==> src/rtl/game_countdown_timer.sv <==
// Whack-A-Button round timer: four presets, start/pause/restart control,
// saturating time bonus, expiry pulse and BCD digits for the hex displays.
module game_countdown_timer #(
  parameter int CLOCK_FREQUENCY = 50000000,
  parameter int WIDTH           = 8,
  parameter int MAX_COUNT       = 99,
  parameter int PRESET0         = 30,
  parameter int PRESET1         = 60,
  parameter int PRESET2         = 90,
  parameter int PRESET3         = 15
) (
  input  logic             ClockIn,
  input  logic             Reset,
  input  logic             Start,
  input  logic             Pause,
  input  logic [1:0]       Mode,
  input  logic             Speed,
  input  logic             AddTime,
  input  logic [WIDTH-1:0] AddAmount,
  output logic [WIDTH-1:0] CounterValue,
  output logic             Running,
  output logic             Expired,
  output logic             ExpirePulse,
  output logic             Tick,
  output logic [3:0]       BcdHundreds,
  output logic [3:0]       BcdTens,
  output logic [3:0]       BcdOnes
);

  localparam int PW = (CLOCK_FREQUENCY > 1) ? $clog2(CLOCK_FREQUENCY) : 1;
  localparam logic [PW-1:0]    PRESC_TOP = PW'(CLOCK_FREQUENCY - 1);
  localparam logic [PW-1:0]    PRESC_ONE = PW'(1'b1);
  localparam logic [WIDTH-1:0] MAX_VAL   = WIDTH'(MAX_COUNT);
  localparam logic [WIDTH:0]   MAX_EXT   = (WIDTH+1)'(MAX_COUNT);
  localparam logic [WIDTH:0]   ONE_EXT   = (WIDTH+1)'(1'b1);

  localparam logic [1:0] ST_IDLE    = 2'd0;
  localparam logic [1:0] ST_RUNNING = 2'd1;
  localparam logic [1:0] ST_PAUSED  = 2'd2;
  localparam logic [1:0] ST_EXPIRED = 2'd3;

  function automatic logic [WIDTH-1:0] clamp_preset(input int p);
    return (p > MAX_COUNT) ? WIDTH'(MAX_COUNT) : WIDTH'(p);
  endfunction

  function automatic logic [11:0] to_bcd(input logic [WIDTH-1:0] v);
    logic [11:0] b;
    b = 12'd0;
    for (int i = WIDTH - 1; i >= 0; i--) begin
      if (b[3:0] > 4'd4) b[3:0] = b[3:0] + 4'd3;
      if (b[7:4] > 4'd4) b[7:4] = b[7:4] + 4'd3;
      if (b[11:8] > 4'd4) b[11:8] = b[11:8] + 4'd3;
      b = {b[10:0], v[i]};
    end
    return b;
  endfunction

  localparam logic [WIDTH-1:0] LOAD0 = clamp_preset(PRESET0);
  localparam logic [WIDTH-1:0] LOAD1 = clamp_preset(PRESET1);
  localparam logic [WIDTH-1:0] LOAD2 = clamp_preset(PRESET2);
  localparam logic [WIDTH-1:0] LOAD3 = clamp_preset(PRESET3);

  logic [1:0]       state_r, state_s;
  logic [WIDTH-1:0] count_r, count_s, load_s, add_s, sat_s;
  logic [PW-1:0]    presc_r, presc_s, reload_s;
  logic             pulse_r, pulse_s, tick_s;
  logic [WIDTH:0]   sum_s, adj_s;
  logic [11:0]      bcd_s;

  // Preset selection, tick qualification and saturating bonus/decrement arithmetic.
  always_comb begin
    case (Mode)
      2'd0:    load_s = LOAD0;
      2'd1:    load_s = LOAD1;
      2'd2:    load_s = LOAD2;
      default: load_s = LOAD3;
    endcase
    reload_s = Speed ? PRESC_TOP : {PW{1'b0}};
    tick_s   = (state_r == ST_RUNNING) && (presc_r == {PW{1'b0}}) && !Pause;
    add_s    = AddTime ? AddAmount : {WIDTH{1'b0}};
    sum_s    = {1'b0, count_r} + {1'b0, add_s};
    // A pending tick at zero (zero preset) must not wrap the count.
    if (tick_s && (sum_s != {(WIDTH+1){1'b0}})) begin
      adj_s = sum_s - ONE_EXT;
    end else begin
      adj_s = sum_s;
    end
    if (adj_s > MAX_EXT) begin
      sat_s = MAX_VAL;
    end else begin
      sat_s = adj_s[WIDTH-1:0];
    end
  end

  // Control FSM next-state: restart has priority over everything but reset.
  always_comb begin
    state_s = state_r;
    count_s = count_r;
    presc_s = presc_r;
    pulse_s = 1'b0;
    if (Start) begin
      state_s = ST_RUNNING;
      count_s = load_s;
      presc_s = reload_s;
    end else begin
      case (state_r)
        ST_IDLE: count_s = load_s;
        ST_RUNNING: begin
          count_s = sat_s;
          // A tick held off by Pause stays pending at zero rather than being lost.
          if (presc_r != {PW{1'b0}}) begin
            presc_s = presc_r - PRESC_ONE;
          end else if (!Pause) begin
            presc_s = reload_s;
          end else begin
            presc_s = presc_r;
          end
          if (sat_s == {WIDTH{1'b0}}) begin
            state_s = ST_EXPIRED;
            pulse_s = 1'b1;
          end else if (Pause) begin
            state_s = ST_PAUSED;
          end else begin
            state_s = ST_RUNNING;
          end
        end
        ST_PAUSED: begin
          count_s = sat_s;
          if (Pause) begin
            state_s = ST_PAUSED;
          end else begin
            state_s = ST_RUNNING;
          end
        end
        ST_EXPIRED: count_s = {WIDTH{1'b0}};
        default:    state_s = ST_IDLE;
      endcase
    end
  end

  // State, count, prescaler and expiry pulse registers.
  always_ff @(posedge ClockIn) begin
    if (Reset) begin
      state_r <= ST_IDLE;
      count_r <= load_s;
      presc_r <= {PW{1'b0}};
      pulse_r <= 1'b0;
    end else begin
      state_r <= state_s;
      count_r <= count_s;
      presc_r <= presc_s;
      pulse_r <= pulse_s;
    end
  end

  assign bcd_s        = to_bcd(count_r);
  assign CounterValue = count_r;
  assign Running      = (state_r == ST_RUNNING);
  assign Expired      = (state_r == ST_EXPIRED);
  assign ExpirePulse  = pulse_r;
  assign Tick         = tick_s;
  assign BcdHundreds  = bcd_s[11:8];
  assign BcdTens      = bcd_s[7:4];
  assign BcdOnes      = bcd_s[3:0];

endmodule

==> config.mk <==
export PLATFORM = sky130hd
export DESIGN_NAME = game_countdown_timer
export DESIGN_NICKNAME = d
export VERILOG_FILES = /design/src/rtl/game_countdown_timer.sv
export SDC_FILE = /design/constraint.sdc
export NUM_CORES = 1
export LEC_CHECK = 0
export CORE_ASPECT_RATIO = 0.75
export CORE_UTILIZATION = 52
export DETAILED_ROUTE_END_ITERATION = 8
export PLACE_DENSITY = 0.75
export SYNTH_ARGS = -nofsm -noshare
export SYNTH_HDL_FRONTEND = slang
export SYNTH_SLANG_ARGS = --single-unit
==> constraint.sdc <==
create_clock -name ClockIn -period 5.65 [get_ports ClockIn]
set_clock_uncertainty 0.2 [all_clocks]
set_input_delay 1.13 -clock ClockIn [delete_from_list [all_inputs] [get_ports ClockIn]]
set_output_delay 1.13 -clock ClockIn [all_outputs]
set_load 0.05 [all_outputs]
==> run_results.csv, run 1 <==
group,metric,value,unit
drt,routedWlPerCell,15.9,um
global_routing,busiest_layer,"met1",
clocking,cts_htree_levels,2,
pwr,power,1.73,mW
sta,post-route-min-period,5.50,ns
placed_design,numPortBuffers,37,
global_routing,grt_usage,27.5,%
yosys,yosysTopAreaCell,"dfxtp_1",
yosys,syn_inst,451,
floorplanning,die_h,71.4,um
clocking,cts_sinks,37,
yosys,syn_area,3340,um2
yosys,synth_cell_types,60,
clocking,cts_tree,"built",
sta,final-hold-violation-count,0,
critical_path,start_kind,"flop",
floorplanning,rows,24,
yosys,synth_top_area_share,22.2,%
sta,tightest_slew,1.06,ns
layout,drive_above_1_share,16.6,%
layout,nNetsFinal,544,
clocking,numCtsBuffers,5,
drt,drtIter0Drc,248,
yosys,ys_ff_latch,37,
global_routing,grt_antenna_before_repair,0,
yosys,synth-edff-count,0,
drt,ant_nets,0,
sta,max_freq,182,MHz
sta,slew_headroom,29.1,%
clocking,clockBufferDepth,2,
critical_path,rrSetupSlack,1.59,ns
global_routing,overflow,0,
floorplanning,dieArea,6760,um2
floorplanning,die_w,94.6,um
yosys,avgSynthCellArea,7.41,um2
critical_path,worstPathMaxFanout,3,
clocking,clock_latency,0.30,ns
yosys,yosys_warnings,0,
pwr,leakage,1.71,nW
worst_hold_path,hold_class,"reg2reg",
placed_design,place_ws,-0.0886,ns
critical_path,r2r_cells,9,
clocking,root_buffer,"clkbuf_8",
floorplanning,core_area,6010,um2
yosys,synthArstFlopShare,0,%
sta,finalMaxSlewViolations,0,
worst_hold_path,worstHoldPathCells,2,
layout,areaGrowthSynthToFinish,29.6,%
global_routing,grt_pass1_wl,14.7,mm
worst_hold_path,min_from,"presc_r[23]",
drt,firstDrtPassIters,5,
global_routing,grt_pass1_vias,3080,
critical_path,worstPathArrival,4.17,ns
critical_path,worstReg2RegStart,"presc_r[9]",
global_routing,met2_usage,39.5,%
global_routing,met3_usage,5.84,%
critical_path,crit_required,4.32,ns
flow_run,max-cap-violations,0,
worst_hold_path,min_to,"presc_r[23]",
clocking,cts.reportedPaths.clkPinSlew,0.08,ns
drt,drt-total-wl,9.18,mm
critical_path,path_class,"reg2out",
layout,antenna_cells_inserted,0,
sta,layout_setup_ws,0.154,ns
drt,post-route-drc-count,0,
placed_design,dp_hpwl,6.33,mm
critical_path,worst_r2r_endpoint,"presc_r[24]",
global_routing,grt_max_degree,33,
pwr,power_density,399,nW/um2
placed_design,place_congestion,0.943,
floorplanning,io_pins,40,
floorplanning,initial_core_util,55.7,%
drt,vias,3526,
sta,fin_crit_sh,97.3,%
yosys,seq_area_frac_synth,22.2,%
critical_path,endpoint_kind,"primary output",
global_routing,use_met1,42.3,%
drt,vias_per_cell,6.10,
sta,setup_viol_count_final,0,
clocking,postCtsHoldBufs,0,
pwr,vdd_drop_max,285,uV
yosys,ys_top_cells_by_area,"dfxtp_1, ha_1, nor2_1",
outcome,outcome,"complete, no violations",
yosys,synth_flop_cell,"dfxtp_1",
## synth_stat cells (3+ instances only)
cell	count
a22oi_1	11
o41ai_1	4
xor2_1	7
mux2_2	5
nand2_1	38
nor2_1	56
buf_4	3
o21ai_0	30
o21bai_1	3
and2_1	13
dfxtp_1	37
or4_1	4
or3_1	6
xnor2_1	11
a31oi_1	6
clkbuf_1	13
ha_1	28
nor2b_1	4
o21a_1	6
nand4_1	4
o31ai_1	7
nor3_1	17
nor4b_1	3
inv_1	25
a21boi_0	3
a21oi_1	28
nand2b_1	9
nor4_1	10
mux2i_1	10
o22ai_1	3
nand3_1	8
## repair_timing
item / 4_1_cts / 5_1_grt
resized for setup: 11 / 28
pin swaps: 1 / 9
setup buffers: 2 / 11
setup endpoints to repair: 8 / 9
## metal layers
metal / share of wire (%) / wire, um / up-vias
li1: - / - / 1727
met3: 7.2 / 662 / 7
met2: 43 / 3970 / 148
met5: 0 / 0 / -
met4: 0.59 / 54 / 0
met1: 49 / 4490 / 1644
## logic make-up after synthesis
| kind of cell | synth area share [%] |
|---|---|
| flops | 22.2 |
| compound gates | 23.8 |
| fa+ha+maj | 11.1 |
| other cells | 0.112 |
| xor+xnor | 4.72 |
| mux | 4.68 |
| simple gates | 28.3 |
| buf+inv | 5.24 |
## worst max path at each step
stage	startpoint	endpoint	slack [ns]
finish	CounterValue[5]	BcdOnes[2]	0.15
global route	CounterValue[5]	BcdOnes[2]	-0.04
CTS	CounterValue[5]	BcdOnes[2]	0.03
detailed placement	CounterValue[5]	BcdOnes[2]	-0.09
global placement	CounterValue[5]	BcdOnes[2]	0.24
floorplan	CounterValue[5]	BcdOnes[2]	0.02
## report_power, final
| part | leakage, nW | internal (mW) | switching (mW) |
|---|---|---|---|
| registers | 0.305 | 0.286 | 0.0285 |
| clock network | 0.0574 | 0.144 | 0.106 |
| logic | 1.35 | 0.528 | 0.639 |
| total | 1.71 | 0.957 | 0.773 |
## flip-flops by register name, indices dropped and copies added, names as in the netlist
register and count:
presc_r 26, state_r 2, CounterValue 8, ExpirePulse 1
## cells in the final DEF (no fill, tap or decap), types with 4 or more instances in the layout
cell | Yosys | final
nor2b_1 | 4 | 4
nand2b_1 | 9 | 9
nand2_1 | 38 | 38
ha_2 | 0 | 6
and2_1 | 13 | 13
o41ai_1 | 4 | 4
o21ai_0 | 30 | 28
xnor2_1 | 11 | 5
mux2i_4 | 0 | 4
buf_12 | 0 | 7
buf_4 | 3 | 21
dfxtp_1 | 37 | 35
or4_1 | 4 | 4
a21oi_1 | 28 | 26
nor3_1 | 17 | 17
o31ai_1 | 7 | 7
nand3_1 | 8 | 8
or3_1 | 6 | 6
mux2_2 | 5 | 4
nor4_1 | 10 | 10
o21a_1 | 6 | 6
inv_1 | 25 | 23
clkdlybuf4s50_1 | 0 | 29
a22oi_1 | 11 | 11
a31oi_1 | 6 | 5
ha_1 | 28 | 19
nor2_1 | 56 | 56
xor2_1 | 7 | 6
nand4_1 | 4 | 4
clkbuf_8 | 0 | 6
## layout make-up
type                       count  area (um2)
clock buffer                   6        82.6
clock inverter                 2        37.5
fill                         453        1670
inverter                      25        93.8
multi-input combinational    373        2690
sequential                    37         746
tap                           78        97.6
timing repair buffer          57         588
## per-stage QoR
stage	hold WS (ns)	std cells	utilization (%)	TNS, ns	area [um2]
after floorplan	0.247	453	-	0	3400
after global placement	0.271	557	64.9	0	3890
after detailed placement	0.276	557	64.9	-0.162	3890
after CTS	0.294	567	68.1	0	4090
after global routing	0.325	578	72.1	-0.0942	4330
final	0.294	578	72.1	0	4330
## critical path: stages (launching register included)
cell and delay (ns):
dfxtp_4 0.35, inv_1 0.07, ha_2 0.17, inv_1 0.06, ha_4 0.18, xnor2_4 0.16
ha_4 0.15, inv_1 0.06, a31oi_4 0.28, xnor2_4 0.18, ha_2 0.22, inv_2 0.06
a21oi_4 0.22, xnor2_2 0.17, ha_2 0.21, inv_1 0.07, a21oi_4 0.23, mux2_4 0.34
o21ai_2 0.11, buf_4 0.15, mux2i_4 0.24, buf_12 0.16
No activity file was read; power rests on OpenSTA's default activity.
==> inputs of run 2 (changes only) <==
ABC_AREA = 1   (was not set)
clock period = 5.7 ns   (was 5.65 ns; I/O delays follow)
==> run 2 against run 1 <==
  * Via count down 2.8%
  * Synthesized cell count grew 22%
  * Combinational power up 3%
  * Clock power fell by 32%
  * Register-to-register slack gained 0.53 ns
  * Power decreased by 1.9%
  * Synthesized area up 6.1%
  * Sequential share of layout area increased by 0.41 points
  * Largest power group unchanged
==> run_results.csv, run 2 <==
group,metric,value,unit
worst_hold_path,worstHoldPathCells,2,
floorplanning,core_area,6440,um2
yosys,syn_inst,548,
layout,nNetsFinal,629,
yosys,ys_top_cells_by_area,"dfxtp_1, nand2_1, ha_1",
clocking,numCtsBuffers,5,
pwr,p_seq_share,18.5,%
sta,max_freq,182,MHz
clocking,postCtsHoldBufs,0,
clocking,cts_tree,"built",
sta,tightest_slew,0.713,ns
outcome,outcome,"complete, no violations",
layout,areaGrowthSynthToFinish,19.3,%
pwr,vdd_drop_max,406,uV
floorplanning,rows,25,
critical_path,worstPathArrival,4.15,ns
layout,final_cell_mix,"nand2_1, inv_1, nor2_1, a21oi_1, dfxtp_1",
clocking,cts_htree_levels,2,
yosys,syn_area,3550,um2
floorplanning,die_h,73.5,um
placed_design,placement.cell_area,4080,um2
global_routing,grt_pass1_vias,2959,
yosys,synth_common_cells,"nand2_1, inv_1, nor2_1",
sta,slew_headroom,52.4,%
critical_path,crit_required,4.36,ns
global_routing,overflow,0,
drt,ant_nets,0,
worst_hold_path,min_to,"presc_r[1]",
global_routing,grt_antenna_before_repair,0,
layout,fin_util,65.7,%
pwr,power,1.70,mW
worst_hold_path,min_from,"presc_r[1]",
drt,firstDrtPassIters,4,
sta,post-route-min-period,5.49,ns
pwr,power_density,401,nW/um2
drt,vias,3427,
yosys,ys_ff_latch,37,
floorplanning,die_w,97.4,um
yosys,seq_area_frac_synth,20.9,%
floorplanning,io_pins,40,
pwr,p_comb_share,71.6,%
yosys,yosys_warnings,0,
sta,final-hold-violation-count,0,
yosys,synth-edff-count,0,
worst_hold_path,hold_class,"reg2reg",
clocking,cts.reportedPaths.clkPinSlew,0.07,ns
layout,top_register,"presc_r",
global_routing,grt_pass1_wl,13.2,mm
layout,post-route-cell-area,4230,um2
sta,holdWs,0.287,ns
layout,antenna_cells_inserted,0,
critical_path,rrSetupSlack,2.12,ns
sta,tns,0,ns
drt,vias_per_cell,5.16,
critical_path,path_class,"reg2out",
clocking,cts_sinks,37,
placed_design,dp_hpwl,6.38,mm
clocking,clock_latency,0.28,ns
layout,n_fill_cell,577,
drt,post-route-drc-count,0,
sta,setup_viol_count_final,0,
sta,fin_crit_sh,96.2,%
layout,drive_above_1_share,15.6,%
critical_path,worstReg2RegStart,"CounterValue[0]",
critical_path,worst_r2r_endpoint,"CounterValue[1]",
yosys,synth_cell_types,49,
yosys,synth.most_common_cell,"nand2_1",
critical_path,worstSetupStartpoint,"CounterValue[5]",
drt,drt-total-wl,7.91,mm
placed_design,place_congestion,0.908,
layout,largest_register_ffs,26,
clocking,clockBufferDepth,2,
pwr,intPower,0.867,mW
pwr,power_frac_clock,9.9,%
critical_path,endpoint_kind,"primary output",
floorplanning,initial_core_util,55.0,%
drt,drtIter0Drc,228,
yosys,synth_flop_cell,"dfxtp_1",
yosys,synthArstFlopShare,0,%
pwr,leakage,2.10,nW
clocking,root_buffer,"clkbuf_8",
flow_run,max-cap-violations,0,
layout,final_common_cell,"nand2_1",
yosys,synth_top_area_share,20.9,%
pwr,switching_share,49.0,%
pwr,power_switching,0.831,mW
yosys,yosysTopAreaCell,"dfxtp_1",
yosys,avgSynthCellArea,6.47,um2
global_routing,grt_max_degree,18,
critical_path,start_kind,"flop",
sta,finalMaxSlewViolations,0,
placed_design,numPortBuffers,37,
critical_path,worstPathMaxFanout,4,
drt,routedWlPerCell,11.9,um
global_routing,grt_usage,22.2,%
critical_path,r2r_cells,20,
floorplanning,dieArea,7160,um2
run 2: changes by cell type in the layout (fill, tap and decap cells not counted), sizes merged, moves of 8 or more:
cell    previous run  this run
xor2               7        19
a21oi             28        41
nor4              11         0
inv               25        97
a22oi             11         0
o21ai             31        39
nand2b             9         0
nand3              8        36
nand2             38       136
mux2i             10         2
buf               28         9
and2              13         0
run 2: layer usage:
metal | vias up | share of wire, % | global-route usage (%)
li1 | 1794 | - | -
met1 | 1549 | 50 | 32.1
met2 | 80 | 44 | 35.7
met3 | 4 | 6.2 | 3.14
met4 | 0 | 0.51 | 3.92
met5 | - | 0 | 0
run 2: how the worst max path moves through the flow:
stage                             to  slack, ns
final                     BcdTens[2]       0.21
after global routing      BcdTens[2]     -0.007
after CTS                 BcdTens[2]      0.007
after detailed placement  BcdTens[2]    -0.0003
after global placement    BcdTens[2]       0.27
after floorplan           BcdTens[2]      -0.13
run 2: repair_timing:
item / 4_1_cts / 5_1_grt
resized for setup: 8 / 10
setup buffers: 1 / 0
endpoints found under the setup margin: 8 / 8
pin swaps: 1 / 0
run 2: critical path, stage by stage (launching register included):
cell	delay (ns)
dfxtp_4	0.36
inv_1	0.08
ha_2	0.19
inv_1	0.05
ha_2	0.20
xnor2_2	0.15
ha_1	0.19
inv_1	0.10
nand2_4	0.07
nand2_4	0.10
xor2_2	0.17
inv_1	0.09
ha_1	0.19
inv_2	0.08
nand4_1	0.11
o21ai_2	0.12
inv_1	0.09
ha_1	0.20
inv_1	0.10
ha_4	0.17
xnor2_2	0.12
ha_2	0.21
nor2_2	0.12
inv_1	0.07
nand2_2	0.12
mux2i_4	0.27
buf_12	0.16
run 2: layout make-up:
class                   count  area [um2]  area share (%)
multi-input cells         405        2480            58.7
clock inverters             1        5.00           0.118
flip-flops and latches     37         746            17.6
well taps                  81         101            2.40
clock buffers               5        68.8            1.63
inverters                  97         367            8.67
repair buffers             38         458            10.8
run 2: cell families after synthesis:
| logic type | count (synthesis) | share of synthesized area, % |
|---|---|---|
| simple gates | 257 | 34.6 |
| mux | 2 | 0.564 |
| other cells | 1 | 0.106 |
| xor+xnor | 25 | 6.81 |
| flops | 37 | 20.9 |
| compound gates | 89 | 14.8 |
| fa+ha+maj | 29 | 10.4 |
| buf+inv | 108 | 11.8 |
run 2: metrics by stage:
step           setup WS (ns)  std cells
6_report               0.214        664
3_5_place_dp       -0.000328        657
2_1_floorplan         -0.130        550
3_3_place_gp           0.275        657
5_1_grt             -0.00662        664
4_1_cts              0.00721        664
run 2: power by group through the flow:
stage | sequential, mW | combinational (mW) | clock [mW]
global route | 0.317 | 1.30 | 0.182
detailed placement | 0.319 | 1.18 | 0
global placement | 0.317 | 1.16 | 0
floorplan | 0.329 | 0.776 | 0
finish | 0.314 | 1.21 | 0.169
CTS | 0.313 | 1.21 | 0.171
==> inputs of run 3 (changes only) <==
clock period = 6.7 ns   (was 5.7 ns; I/O delays follow)
==> run 3 against run 2 <==
  * Utilization shrank 2.6 points
  * Global-route usage increased by 0.66 points
  * Count of clock-buffer cells in the layout is the same
  * Sequential power fell by 15%
  * Flip-flop and latch count unchanged
  * Power fell by 26%
  * Cell count is 0.15% lower
  * Non-clock buffer count shrank 1
  * Sequential share of layout area increased by 0.59 points
  * Die area is the same
  * Largest cell class unchanged
==> run_results.csv, run 3 (same netlist as run 2, synthesis figures left out) <==
group,metric,value,unit
clocking,cts_tree,"built",
critical_path,worstPathArrival,4.78,ns
layout,largest_register_ffs,26,
clocking,numCtsBuffers,5,
global_routing,grt_antenna_before_repair,0,
critical_path,path_common_cell,"inv_1",
layout,post-route-cell-area,4070,um2
layout,fin_util,63.1,%
layout,nNetsFinal,628,
sta,final-hold-violation-count,0,
floorplanning,initial_core_util,55.0,%
layout,top_register,"presc_r",
drt,vias_per_cell,5.21,
layout,final_common_cell,"nand2_1",
global_routing,use_met1,32.6,%
layout,final_cell_mix,"nand2_1, inv_1, nor2_1, a21oi_1, dfxtp_1",
sta,setup_viol_count_final,0,
clocking,cts_sinks,37,
sta,layout_setup_ws,0.381,ns
pwr,leakage,2.11,nW
drt,drt-total-wl,8.12,mm
sta,finalMaxSlewViolations,0,
critical_path,crit_required,5.16,ns
placed_design,place_congestion,0.890,
placed_design,place_ws,0.278,ns
pwr,switching_share,52.9,%
pwr,p_comb_share,67.5,%
placed_design,placement.cell_area,3970,um2
global_routing,met3_usage,3.24,%
layout,drive_above_1_share,11.3,%
sta,rsz0062_at_grt,"false",
sta,tns,0,ns
global_routing,grt_pass1_vias,3016,
layout,fin_cells,663,
pwr,vdd_drop_max,248,uV
placed_design,numPortBuffers,37,
pwr,power,1.26,mW
critical_path,path_class,"reg2out",
global_routing,grt_pass1_wl,13.5,mm
worst_hold_path,hold_class,"reg2reg",
pwr,power_density,309,nW/um2
sta,slew_headroom,44.3,%
sta,holdWs,0.286,ns
clocking,root_buffer,"clkbuf_8",
placed_design,dp_hpwl,6.55,mm
critical_path,endpoint_kind,"primary output",
global_routing,grt_usage,22.9,%
global_routing,met2_usage,37.3,%
clocking,clock_latency,0.28,ns
sta,fin_crit_sh,94.3,%
floorplanning,die_h,73.5,um
drt,post-route-drc-count,0,
critical_path,crit_path_max_incr_delay,0.79,ns
critical_path,crit_slowest_cell,"clkdlybuf4s50_1",
floorplanning,core_area,6440,um2
critical_path,start_kind,"flop",
layout,antenna_cells_inserted,0,
layout,areaGrowthSynthToFinish,14.6,%
drt,firstDrtPassIters,5,
sta,max_freq,158,MHz
pwr,p_seq_share,21.3,%
clocking,cts_htree_levels,2,
critical_path,worstPathMaxFanout,5,
clocking,cts.reportedPaths.clkPinSlew,0.07,ns
sta,tightest_slew,0.836,ns
outcome,outcome,"complete, no violations",
clocking,clockBufferDepth,2,
pwr,power_frac_clock,11.3,%
global_routing,overflow,0,
floorplanning,dieArea,7160,um2
drt,drtIter0Drc,191,
floorplanning,rows,25,
flow_run,max-cap-violations,0,
drt,routedWlPerCell,12.2,um
clocking,post_cts.repair.setup_buffers,0,
pwr,power_switching,0.664,mW
placed_design,dp_cells,657,
global_routing,busiest_layer,"met2",
pwr,intPower,0.591,mW
global_routing,grt_max_degree,18,
sta,post-route-min-period,6.32,ns
drt,ant_nets,0,
drt,vias,3451,
floorplanning,io_pins,40,
floorplanning,die_w,97.4,um
==> run 3: changes by cell type in the layout (fill, tap and decap cells not counted), sizes merged <==
| cell | previous run | this run |
|---|---|---|
| dlymetal6s2s | 0 | 6 |
| buf | 9 | 0 |
| clkbuf | 5 | 6 |
| clkdlybuf4s50 | 29 | 30 |
==> run 3: final cells by class <==
class / count / area, um2
Inverter: 97 / 367
Fill cell: 583 / 2380
Clock inverter: 1 / 5.00
Timing Repair Buffer: 37 / 380
Tap cell: 81 / 101
Multi-Input combinational cell: 405 / 2400
Sequential cell: 37 / 741
Clock buffer: 5 / 68.8
==> run 3: path summary, 6_finish.rpt <==
path	from	end	slack, ns	cells past startpoint
setup / recovery	CounterValue[5]	BcdTens[3]	0.38	26
hold / removal	presc_r[1]	presc_r[1]	0.29	2
setup reg to reg	CounterValue[1]	CounterValue[1]	3.23	19
hold reg to reg	presc_r[1]	presc_r[1]	0.29	2
==> run 3: metal layers <==
metal  vias to the layer above  part of all wire [%]
met5                         -                     0
met4                         0                  0.62
met3                         8                   5.6
met2                       102                    44
met1                      1552                    50
li1                       1789                     -
==> run 3: what timing repair did <==
| action | in CTS | in global routing |
|---|---|---|
| cloned | 0 | 0 |
| hold buffers | 0 | 0 |
| endpoints found under the setup margin | 1 | 8 |
| resized for setup | 1 | 9 |
==> run 3: power by group through the flow <==
stage	clock network, mW	registers (mW)	logic [mW]
after CTS	0.146	0.266	0.850
final	0.142	0.267	0.847
after floorplan	0	0.279	0.637
after global placement	0	0.270	0.824
after global routing	0.155	0.269	0.922
after detailed placement	0	0.271	0.852
==> run 3: critical path, delay by kind of cell (launching register included) <==
kind,cells,cell delay (ns)
and+or+nand+nor,5,0.35
AOI/OAI and AO/OA,1,0.13
DFF,1,0.44
buffers and inverters,10,1.52
xor gates and xnor gates,3,0.56
adders and majority gates,7,1.48
